File: src/rtl/tr_pkg.sv
// Shared types for the traffic phase controller: light codes and FSM states.
package tr_pkg;

    typedef enum logic [1:0] {
        RED    = 2'd0,
        GREEN  = 2'd1,
        YELLOW = 2'd2
    } light_t;

    typedef enum logic [1:0] {
        S_ALL_RED = 2'd0,
        S_GREEN   = 2'd1,
        S_YELLOW  = 2'd2,
        S_EMG     = 2'd3
    } state_t;

endpackage

File: src/rtl/traffic_phase_ctrl_tick_gen.sv
// Free-running prescaler producing a one-cycle tick every DIV clocks.
module tick_gen #(
    parameter int DIV = 100_000_000
) (
    input  logic clk,
    input  logic rst_n,
    output logic tick_o
);

    localparam int CW = $clog2(DIV);

    if (DIV < 2) begin : g_bad_div
        $error("tick_gen: DIV must be >= 2");
    end

    logic [CW-1:0] cnt_q;
    logic [CW-1:0] cnt_d;

    always_comb begin
        tick_o = (cnt_q == CW'(DIV - 1));
        cnt_d  = tick_o ? '0 : cnt_q + CW'(1);
    end

    always_ff @(posedge clk or negedge rst_n) begin
        if (!rst_n) begin
            cnt_q <= '0;
        end else begin
            cnt_q <= cnt_d;
        end
    end

endmodule

File: src/rtl/traffic_phase_ctrl.sv
// Round-robin traffic phase controller with density-stretched greens and
// an emergency all-red override.
module traffic_phase_ctrl
    import tr_pkg::*;
#(
    parameter int NUM_DIR   = 2,
    parameter int TICK_DIV  = 100_000_000,
    parameter int CNT_W     = 6,
    parameter int GREEN_LO  = 10,
    parameter int GREEN_HI  = 30,
    parameter int YELLOW_T  = 3,
    parameter int ALL_RED_T = 2,
    localparam int DIR_W    = (NUM_DIR > 2) ? $clog2(NUM_DIR) : 1
) (
    input  logic                 clk,
    input  logic                 reset,
    input  logic [NUM_DIR-1:0]   density_sel,
    input  logic                 emg,
    output logic [2*NUM_DIR-1:0] light_o,
    output logic [DIR_W-1:0]     active_dir,
    output logic [CNT_W-1:0]     remain_sec,
    output logic                 heavy_o,
    output logic                 phase_valid
);

    localparam int DUR_MAX = 2 ** CNT_W;

    if (NUM_DIR < 2 || NUM_DIR > 4) begin : g_bad_num_dir
        $error("traffic_phase_ctrl: NUM_DIR must be in 2..4");
    end
    if (GREEN_LO < 1 || GREEN_LO >= DUR_MAX || GREEN_HI < 1 || GREEN_HI >= DUR_MAX ||
        YELLOW_T < 1 || YELLOW_T >= DUR_MAX || ALL_RED_T < 1 || ALL_RED_T >= DUR_MAX)
    begin : g_bad_duration
        $error("traffic_phase_ctrl: durations must be in 1..2**CNT_W-1");
    end

    logic tick;

    tick_gen #(.DIV(TICK_DIV)) u_tick_gen (
        .clk    (clk),
        .rst_n  (reset),
        .tick_o (tick)
    );

    state_t                 state_q, state_d;
    logic [CNT_W-1:0]       remain_q, remain_d;
    logic [DIR_W-1:0]       dir_q, dir_d, next_dir;
    logic                   heavy_q, heavy_d;
    logic [2*NUM_DIR-1:0]   light_q, light_d;
    logic                   pv_q, pv_d;

    always_comb begin
        state_d  = state_q;
        remain_d = remain_q;
        dir_d    = dir_q;
        heavy_d  = heavy_q;
        next_dir = (dir_q == DIR_W'(NUM_DIR - 1)) ? '0 : dir_q + DIR_W'(1);

        // Emergency wins over everything, including a phase expiring this cycle.
        if (emg) begin
            state_d  = S_EMG;
            remain_d = '0;
        end else if (state_q == S_EMG) begin
            state_d  = S_ALL_RED;
            remain_d = CNT_W'(ALL_RED_T);
        end else if (tick) begin
            if (remain_q == CNT_W'(1)) begin
                case (state_q)
                    S_ALL_RED: begin
                        state_d  = S_GREEN;
                        dir_d    = next_dir;
                        heavy_d  = density_sel[next_dir];
                        remain_d = density_sel[next_dir] ? CNT_W'(GREEN_HI) : CNT_W'(GREEN_LO);
                    end
                    S_GREEN: begin
                        state_d  = S_YELLOW;
                        remain_d = CNT_W'(YELLOW_T);
                    end
                    S_YELLOW: begin
                        state_d  = S_ALL_RED;
                        remain_d = CNT_W'(ALL_RED_T);
                    end
                    default: ;
                endcase
            end else if (remain_q > CNT_W'(1)) begin
                remain_d = remain_q - CNT_W'(1);
            end
        end

        // Lights are decoded from the next state so they register alongside it.
        light_d = '0;
        for (int i = 0; i < NUM_DIR; i++) begin
            light_d[2*i +: 2] = RED;
            if (dir_d == DIR_W'(i)) begin
                if (state_d == S_GREEN) begin
                    light_d[2*i +: 2] = GREEN;
                end else if (state_d == S_YELLOW) begin
                    light_d[2*i +: 2] = YELLOW;
                end
            end
        end

        pv_d = (state_d != state_q);
    end

    always_ff @(posedge clk or negedge reset) begin
        if (!reset) begin
            state_q  <= S_ALL_RED;
            remain_q <= CNT_W'(ALL_RED_T);
            dir_q    <= DIR_W'(NUM_DIR - 1);
            heavy_q  <= 1'b0;
            light_q  <= '0;
            pv_q     <= 1'b0;
        end else begin
            state_q  <= state_d;
            remain_q <= remain_d;
            dir_q    <= dir_d;
            heavy_q  <= heavy_d;
            light_q  <= light_d;
            pv_q     <= pv_d;
        end
    end

    assign light_o     = light_q;
    assign active_dir  = dir_q;
    assign remain_sec  = remain_q;
    assign heavy_o     = heavy_q;
    assign phase_valid = pv_q;

endmodule

File: config.mk
export PLATFORM = sky130hd
export DESIGN_NAME = traffic_phase_ctrl
export DESIGN_NICKNAME = d
export VERILOG_FILES = /design/src/rtl/tr_pkg.sv /design/src/rtl/traffic_phase_ctrl_tick_gen.sv /design/src/rtl/traffic_phase_ctrl.sv
export SDC_FILE = /design/constraint.sdc
export NUM_CORES = 1
export LEC_CHECK = 0
export BUFFER_PORTS_ARGS = -buffer_cell sky130_fd_sc_hd__buf_2
export CAP_MARGIN = 20
export CORE_ASPECT_RATIO = 0.9
export CORE_MARGIN = 4
export CORE_UTILIZATION = 50
export CTS_BUF_LIST = sky130_fd_sc_hd__clkbuf_8
export DETAILED_ROUTE_END_ITERATION = 7
export PLACE_DENSITY = 0.7
export SLEW_MARGIN = 20
export SYNTH_ARGS = -nofsm -noshare
export SYNTH_HDL_FRONTEND = slang
export SYNTH_SLANG_ARGS = --single-unit
File: constraint.sdc
create_clock -name clk -period 5 [get_ports clk]
set_input_delay 0.5 -clock clk [delete_from_list [all_inputs] [get_ports clk]]
set_output_delay 0.5 -clock clk [all_outputs]
set_load 0.02 [all_outputs]
==> metrics.txt, run 1 <==
CP Capture Point=heavy_o$_DFFE_PN0P_; Detailed Routing Iterations Pass 1=4; Layout area overhead=9.25%; Post-synth ARST share=100%; CTS sink cnt=42; cell taking the most area after synthesis=dfrtp_1; CTS root buf=clkbuf_8; synth unique cells=62; gp weighted congestion=0.818; io pins=18; number of synthesized flops with an enable pin=0; design area=0.00260 mm2; vias in the first global route=1650; CP Capture Type=flip-flop; synthesized area=0.00238 mm2; largest net degree at the start of global routing=43; Tcrit/Tclk final=48.5%; GRT Overall Usage=17.7%; Least-Margin Pin Slew=0.907 ns; class of the worst hold path=in -> async; setup slack, reg-to-reg=2.58 ns; via density per instance=5.68; Skew-Pair Late Insertion Delay=0.29 ns; Reg clk slew, reported paths=0.08 ns; H-tree depth=2; max-cap viol count=0; yosys warns=0; share of layout cells above drive strength 1=18.8%; CP max FO=18; Placed Area=0.00252 mm2; CTS Hold Bufs=0; DRC Markers=0; antenna violations before repair=0; CORE AREA=0.00452 mm2; total grt overflow=0; power per cell area=288 mW/mm2; Port Buffers=17; critical path class=reg -> reg; Synth Area in Adders=3.15%; Yosys reg bits=42; fmax=413 MHz; setup_tns=0 ns; unrepaired setup endpoints after global routing=no; FF-to-FF End=heavy_o$_DFFE_PN0P_; # setup viols final=0; CTS max path bufs=2; Worst Clk Skew=0.00965 ns; Filler cells=406; Seq/Total Area, Yosys=44.2%; antenna cells=0; Vias=1771; Synth Area in Compound Gates=11.1%; Net count, final=260; Critical Path Start=u_tick_gen.cnt_q[0]$_DFF_PN0_; CTS tree=yes; largest family of logic cells by synthesized area=simple AND/OR/NAND/NOR gates; Final Critical Period=2.42 ns; multiplexer area fraction after synthesis=2.21%; die height=73.5 um; status=finished clean; Syn Area/Cell=10.4 um2; Max-slew headroom=39.5%; Arr. time, crit path=2.60 ns; Post-CTS Setup Inserts=0; worst-path cell chain=ha_1 > and3_1 > nand2_4 > nor3_4 > and4_4 > mux2_1; Worst EP required=5.18 ns; Critical Path Stages=6; Yosys top cell area share=42.0%; critical path's slowest cell=nor3_4; Die X-Extent=80.7 um; remaining antenna violation count=0; Initial Util=52.7%; Peak VDD IR=0.192 mV; Primary FF master, synth=dfrtp_1; CTS buffer count=5; Post-Synth XOR/XNOR Area=8.46%; CP top delay family=simple AND/OR/NAND/NOR gates; Rows=23; top cells by area, synth=dfrtp_1 42%, xor2_1 4.4%, xnor2_1 4.0%; per-cell routed wire length=15.2 um; final worst slack=2.58 ns; WL final=4740 um; Worst setup SP type=flip-flop; hpwl dp=3470 um; Mapped Cells=230; Final Non-Filler Cells=312; Setup WS pre-CTS=2.57 ns; die area=0.00593 mm2; Reg-to-Reg Start=u_tick_gen.cnt_q[0]$_DFF_PN0_; crit-path max cell delay=0.61 ns; Synth Area in Simple Gates=28.8%; post-CTS sizing=0; Slew Viols, Final=0; first-pass GRT wire length=8060 um; 1st-iter DRT viols=142; Net Count, Synth=241; worst-case reg-to-reg path depth=6; Inst Count DP=304; WP buf/inv=0; final hold vios=0; Leak Pwr=1.18 nW
==> routing by layer <==
layer	part of all wire, %	global-route usage, %	vias up	wire, um
li1	-	-	888	-
met1	52	27.3	846	2480
met2	43	24.5	33	2020
met3	4.4	3.68	4	207
met4	0.80	5.63	0	38
met5	0	0	-	0
==> worst min path at each step <==
stage | to | slack [ns] | cells after the start
floorplan | heavy_o$_DFFE_PN0P_ | 0.20 | 0
global placement | u_tick_gen.cnt_q[0]$_DFF_PN0_ | 0.46 | 1
detailed placement | u_tick_gen.cnt_q[0]$_DFF_PN0_ | 0.48 | 1
CTS | u_tick_gen.cnt_q[16]$_DFF_PN0_ | 0.36 | 1
global route | u_tick_gen.cnt_q[19]$_DFF_PN0_ | 0.41 | 1
finish | u_tick_gen.cnt_q[16]$_DFF_PN0_ | 0.34 | 1
==> through the flow <==
| stage | hold WS, ns | utilization, % | power (W) |
|---|---|---|---|
| floorplan | 0.204 | - | 0.000500 |
| global placement | 0.461 | 55.7 | 0.000548 |
| detailed placement | 0.481 | 55.7 | 0.000551 |
| CTS | 0.363 | 57.6 | 0.000757 |
| global route | 0.413 | 57.6 | 0.000794 |
| finish | 0.338 | 57.6 | 0.000750 |
==> power breakdown <==
| part | switching (W) | internal (W) | total (W) | leakage, nW |
|---|---|---|---|---|
| registers | 0.0000270 | 0.000359 | 0.000386 | 0.553 |
| clock network | 0.000111 | 0.0000947 | 0.000206 | 0.0491 |
| logic | 0.0000986 | 0.0000600 | 0.000159 | 0.579 |
| total | 0.000237 | 0.000513 | 0.000750 | 1.18 |
==> cell usage after synthesis (3+ instances only) <==
| cell | count |
|---|---|
| nor2_1 | 23 |
| nor4_4 | 3 |
| and4_1 | 5 |
| nand4_1 | 8 |
| inv_1 | 6 |
| nand3_1 | 14 |
| nor3_1 | 8 |
| xnor2_1 | 11 |
| xor2_1 | 12 |
| and3_1 | 3 |
| a21oi_1 | 8 |
| mux2i_1 | 3 |
| dfrtp_1 | 40 |
| o21ai_0 | 6 |
| nand2_1 | 13 |
| or3_1 | 4 |
| ha_1 | 6 |
==> cells in the final DEF (no fill, tap or decap), types with 3 or more instances in the layout <==
master	synthesis	layout
nand3_1	14	14
xnor2_1	11	11
a21oi_1	8	8
nand4_1	8	8
dfrtp_1	40	40
xor2_1	12	12
and4_1	5	5
or3_1	4	4
ha_1	6	6
buf_2	2	17
clkbuf_8	0	5
nand2_1	13	13
nor4_4	3	3
inv_1	6	7
and3_1	3	3
mux2i_1	3	3
nor3_1	8	8
nor2_1	23	23
o21ai_0	6	6
==> final cells by class <==
class,instances,area [um2],area share (%)
clock inverters,3,13.8,0.529
flip-flops and latches,42,1050,40.5
well taps,62,77.6,2.98
inverters,6,22.5,0.866
repair buffers,17,85.1,3.27
clock buffers,5,68.8,2.65
multi-input cells,177,1280,49.2
==> cell families (layout without fill, tap and decap cells) <==
group | count (synthesis) | in the layout
mux | 5 | 5
xor+xnor | 23 | 23
simple gates | 106 | 106
compound gates | 37 | 37
fa+ha+maj | 6 | 6
buf+inv | 11 | 31
flops | 42 | 42
==> flip-flops by register name (all words and copies together) (netlist names) <==
name,cells
phase_valid,1
light_o,4
active_dir,1
state_q,2
remain_sec,6
u_tick_gen.cnt_q,27
heavy_o,1
No activity file was read; power rests on OpenSTA's default activity.
==> run 2: changes to the inputs <==
Settings changed: ABC_AREA set to 1.
Clock period 5 ns to 2.5 ns, I/O delays scaled along.
==> run 2 against run 1 <==
  * Maximum frequency rose by 33%
  * Clock skew fell by 0.0023 ns
  * Global-route usage rose by 2.0 points
  * Design area rose by 9.1%
  * Clock power rose to 2.6 times the previous value
  * Sequential share of layout area fell by 3.4 points
  * Flip-flop and latch count did not move
  * Sequential power rose by 94%
  * Count of clock-buffer cells in the layout did not move
  * Highest routed layer unchanged
==> metrics.txt, run 2 <==
CTS root buf=clkbuf_8; Synth Area in Adders=2.92%; antenna violations before repair=0; CTS buffer count=5; multiplexer area fraction after synthesis=0.389%; Peak VDD IR=0.341 mV; Post-Synth XOR/XNOR Area=5.10%; most common cell in the netlist=nand2_1; max reg flops=27; Yosys reg bits=42; Synth Area in Simple Gates=39.1%; Seq/Total Area, Yosys=40.9%; Max-slew headroom=38.3%; Filler cells=476; CTS max path bufs=2; yosys warns=0; Seq. cell area=0.00105 mm2; CTS Hold Bufs=0; class of the worst hold path=in -> async; combinational power share=20.0%; Leak Pwr=1.49 nW; final hold vios=0; Worst EP required=2.74 ns; Mapped Cells=337; CTS sink cnt=42; setup_tns=0 ns; leading cell type in the layout, fill and taps excluded=nand2_1; remaining antenna violation count=0; synthesized area=0.00257 mm2; critical path class=reg -> reg; Skew-Pair Late Insertion Delay=0.31 ns; CTS tree=yes; Net Count, Synth=348; Final Critical Period=1.82 ns; antenna cells=0; clock network power share=33.5%; fmax=549 MHz; Rows=24; Initial Util=52.3%; largest family of logic cells by synthesized area=simple AND/OR/NAND/NOR gates; largest net degree at the start of global routing=43; Synth top cells by count=75 x nand2_1, 50 x nor2_1, 40 x dfrtp_1; power per cell area=567 mW/mm2; most frequent cells in the layout=75 x nand2_1, 50 x nor2_1, 40 x dfrtp_1, 39 x inv_1, 23 x nand3_1; hpwl dp=4280 um; Synth Area in Compound Gates=3.79%; worst-case reg-to-reg path depth=10; Vias=2178; DRC Markers=0; CP Capture Type=flip-flop; share of layout cells above drive strength 1=18.8%; Post-CTS Setup Inserts=0; Yosys top cell area share=38.9%; synth unique cells=31; Overall Power=0.00161 W; first-pass GRT wire length=10300 um; Layout area overhead=10.3%; Int Pwr=0.00112 W; Port Buffers=17; FF-to-FF End=remain_sec[3]$_DFFE_PN0P_; gp weighted congestion=0.941; total grt overflow=0; cell taking the most area after synthesis=dfrtp_1; Reg clk slew, reported paths=0.08 ns; Tcrit/Tclk final=72.8%; unrepaired setup endpoints after global routing=no; sw power=0.000491 W; Reg-to-Reg Start=state_q[0]$_DFF_PN0_; H-tree depth=2; Final Non-Filler Cells=426; Die X-Extent=83.6 um; top cells by area, synth=dfrtp_1 39%, nand2_1 11%, nor2_1 7.3%; Net count, final=371; number of synthesized flops with an enable pin=0; max-cap viol count=0; CORE AREA=0.00492 mm2; Worst setup SP type=flip-flop; Post-synth ARST share=100%; Worst Clk Skew=0.00738 ns; Primary FF master, synth=dfrtp_1; Inst Count DP=418; die area=0.00636 mm2; Multi-input gate area=0.00132 mm2; CP max FO=7; per-cell routed wire length=13.2 um; setup slack, reg-to-reg=0.68 ns; vias in the first global route=2133; switching part of the total=30.5%; Detailed Routing Iterations Pass 1=4; Slew Viols, Final=0; # setup viols final=0; io pins=18; Final Hold Slack=0.0849 ns; 1st-iter DRT viols=213; GRT Overall Usage=19.6%; post-CTS sizing=0; WL final=5630 um; Arr. time, crit path=2.06 ns; Top reg by flops=u_tick_gen.cnt_q; Least-Margin Pin Slew=0.926 ns; Syn Area/Cell=7.64 um2; via density per instance=5.11; Seq pwr share=46.5%; die height=76.1 um; status=finished clean
## run 2: cell count changes after synthesis, sizes merged, moves of 3 or more
cell and delta:
o31ai -3, inv +41, nor4 -6, nor2 +38, xnor2 -6, and3 -4, nand2 +72, and4 -6
or3 -5, nand3 +14
## run 2: layout make-up
| class | count | area share (%) |
|---|---|---|
| Clock inverter | 3 | 1.45 |
| Clock buffer | 5 | 2.42 |
| Multi-Input combinational cell | 245 | 46.5 |
| Sequential cell | 42 | 37.1 |
| Inverter | 49 | 6.65 |
| Tap cell | 65 | 2.86 |
| Timing Repair Buffer | 17 | 3.00 |
## run 2: metal layers
| metal | wire length [um] | GRT usage, % |
|---|---|---|
| met1 | 2940 | 30.4 |
| met2 | 2320 | 27.2 |
| met3 | 290 | 3.68 |
| met4 | 72 | 6.59 |
| met5 | 0 | 0 |
## run 2: worst max path at each step
stage | from | to | slack, ns | cells after the start
after floorplan | remain_sec[1]$_DFFE_PN1P_ | light_o[1]$_DFF_PN0_ | 0.84 | 11
after global placement | remain_sec[1]$_DFFE_PN1P_ | remain_sec[3]$_DFFE_PN0P_ | 0.73 | 10
after detailed placement | remain_sec[1]$_DFFE_PN1P_ | remain_sec[3]$_DFFE_PN0P_ | 0.71 | 10
after CTS | state_q[0]$_DFF_PN0_ | remain_sec[3]$_DFFE_PN0P_ | 0.69 | 10
after global routing | state_q[0]$_DFF_PN0_ | light_o[2]$_DFF_PN0_ | 0.46 | 10
final | state_q[0]$_DFF_PN0_ | remain_sec[3]$_DFFE_PN0P_ | 0.68 | 10
## run 2: power groups by stage
stage	logic, W	registers [W]	clock network, W
4_1_cts	0.000324	0.000749	0.000548
3_5_place_dp	0.000322	0.000762	0
3_3_place_gp	0.000320	0.000760	0
2_1_floorplan	0.000201	0.000793	0
5_1_grt	0.000371	0.000756	0.000590
6_report	0.000322	0.000749	0.000539
## run 2: worst max-delay path: stages, from the launching register on
cell and delay (ns):
dfrtp_1 0.42, ha_1 0.23, nor2_2 0.25, inv_1 0.07, nor2_1 0.13, nand2_1 0.07
o22ai_1 0.14, inv_1 0.15, nand2_2 0.16, nand2_1 0.06, nand2_1 0.07
## run 2: logic make-up (layout without fill, tap and decap cells)
| logic type | count (synthesis) | after routing |
|---|---|---|
| and+or+nand+nor | 204 | 204 |
| buffers and inverters | 50 | 74 |
| DFF | 42 | 42 |
| AOI/OAI and AO/OA | 19 | 19 |
| xor gates and xnor gates | 15 | 15 |
| adders and majority gates | 6 | 6 |
| muxes | 1 | 1 |
## run 2: per-stage QoR
step | util [%] | worst slack [ns] | area, um2
2_1_floorplan | - | 0.842 | 2570
3_3_place_gp | 55.4 | 0.732 | 2730
3_5_place_dp | 55.4 | 0.715 | 2730
4_1_cts | 57.6 | 0.692 | 2840
5_1_grt | 57.6 | 0.465 | 2840
6_report | 57.6 | 0.680 | 2840
==> run 3: changes to the inputs <==
Settings changed: PLACE_DENSITY 0.7 to 0.73.
Clock period 2.5 ns to 1.5 ns, I/O delays scaled along.
==> run 3 against run 2 <==
  * The run now ends with negative setup slack left
  * Global-route usage rose by 2.2 points
  * Routed wire length rose by 19%
  * Sequential power rose by 64%
  * Clock skew fell by 0.0019 ns
  * Maximum frequency rose by 12%
  * Critical path depth rose by 1
  * Total power rose by 73%
  * Critical path type unchanged
==> metrics.txt, run 3 (same netlist as run 2, synthesis figures left out) <==
final worst slack=-0.119 ns; largest net degree at the start of global routing=26; CP max FO=5; Arr. time, crit path=1.85 ns; Final Non-Filler Cells=484; Final Critical Period=1.62 ns; Worst EP required=1.73 ns; Detailed Routing Iterations Pass 1=5; hpwl dp=4850 um; GRT Overall Usage=21.8%; antenna cells=0; CTS root buf=clkbuf_8; Worst Clk Skew=0.00545 ns; Filler cells=389; Least-Margin Pin Slew=0.440 ns; worst-path cell chain=ha_4 > nand2_4 > nor2_8 > nand2_4 > nor2_4 > nand2_4 > nand2_4 > nand3_4 > nand2_4 > nand3_4 > nor2_4; gp weighted congestion=0.966; Slew Viols, Final=0; Reg clk slew, reported paths=0.08 ns; power per cell area=798 mW/mm2; class of the worst hold path=in -> reg; Peak VDD IR=0.689 mV; Multi-input gate area=0.00152 mm2; max reg flops=27; Vias=2502; WL final=6700 um; Tcrit/Tclk final=108%; critical path class=reg -> reg; leading cell type in the layout, fill and taps excluded=nand2_1; die height=76.1 um; CP top delay family=simple AND/OR/NAND/NOR gates; Initial Util=52.3%; critical path's slowest cell=dfrtp_1; Net count, final=429; Skew-Pair Late Insertion Delay=0.30 ns; most frequent cells in the layout=69 x nand2_1, 51 x buf_4, 47 x nor2_1, 39 x dfrtp_1, 32 x inv_1; share of layout cells above drive strength 1=37.2%; # setup viols final=22; first-pass GRT wire length=11400 um; 1st-iter DRT viols=239; CTS tree=yes; DRC Markers=0; io pins=18; Critical Path Stages=11; fmax=618 MHz; CTS sink cnt=42; Top reg by flops=u_tick_gen.cnt_q; unrepaired setup endpoints after global routing=yes; setup_tns=-1.98 ns; Leak Pwr=1.83 nW; via density per instance=5.17; per-cell routed wire length=13.8 um; Max-slew headroom=70.6%; status=complete, but fails checks; worst-case reg-to-reg path depth=11; Port Buffers=17; Die X-Extent=83.6 um; CORE AREA=0.00492 mm2; die area=0.00636 mm2; Seq. cell area=0.00105 mm2; antenna violations before repair=0; max-cap viol count=0; CP Capture Type=flip-flop; H-tree depth=2; Layout area overhead=35.7%; Rows=24; Inst Count DP=465; total grt overflow=0; crit-path max cell delay=0.40 ns; failing checks=negative setup slack; final hold vios=0; CTS buffer count=5; WP buf/inv=0; remaining antenna violation count=0; vias in the first global route=2445; CTS max path bufs=2; hold path depth=4; Worst setup SP type=flip-flop; most used cell, CP=nand2_4
run 3: repair_timing:
item	CTS	global route
buffers inserted	4	6
hold buffers	1	0
resized for setup	25	22
endpoints found under the hold margin	16	0
pin swaps	18	18
setup endpoints to repair	23	38
run 3: worst reg2reg max path, cell delays in order (launching register included):
cell and delay [ns]:
dfrtp_1 0.40, ha_4 0.17, nand2_4 0.07, nor2_8 0.15
nand2_4 0.10, nor2_4 0.12, nand2_4 0.09, nand2_4 0.09
nand3_4 0.09, nand2_4 0.09, nand3_4 0.08, nor2_4 0.11
run 3: area by class of cell:
class,count,area share (%)
Tap cell,65,2.33
Multi-Input combinational cell,245,43.4
Sequential cell,42,30.2
Timing Repair Buffer,75,15.9
Clock buffer,6,2.36
Clock inverter,2,0.251
Inverter,49,5.59
run 3: path summary, 6_finish.rpt:
path                                               start                        endpoint  slack [ns]
max                        u_tick_gen.cnt_q[1]$_DFF_PN0_            light_o[2]$_DFF_PN0_       -0.12
min                                                  emg       remain_sec[1]$_DFFE_PN1P_        0.14
max reg2reg                u_tick_gen.cnt_q[1]$_DFF_PN0_            light_o[2]$_DFF_PN0_       -0.12
min reg2reg                u_tick_gen.cnt_q[6]$_DFF_PN0_   u_tick_gen.cnt_q[6]$_DFF_PN0_        0.55
max in group asynchronous                          reset            active_dir$_DFF_PN1_        0.62
min in group asynchronous                          reset  u_tick_gen.cnt_q[24]$_DFF_PN0_        0.32
run 3: metal layers:
metal  global-route usage [%]  wire, um
met1                     31.1      2990
met2                     35.1      3120
met3                     4.22       508
met4                     3.86        80
met5                        0         0
run 3: report_power, final:
group	switching [W]	internal (W)	leakage, nW	total (W)
logic	0.000473	0.000341	1.23	0.000814
clock network	0.000381	0.000365	0.0524	0.000746
registers	0.0000383	0.00119	0.551	0.00123
run 3: per-stage QoR:
step / worst slack, ns / utilization [%] / hold slack [ns] / instance area, um2 / power (W)
after CTS: -0.0816 / 68.6 / 0.134 / 3380 / 0.00278
after floorplan: -0.0571 / - / -0.146 / 2620 / 0.00167
after global placement: -0.0752 / 63.7 / 0.125 / 3140 / 0.00196
after detailed placement: -0.142 / 63.7 / 0.114 / 3140 / 0.00197
after global routing: -0.250 / 70.9 / 0.173 / 3490 / 0.00295
final: -0.119 / 70.9 / 0.141 / 3490 / 0.00279
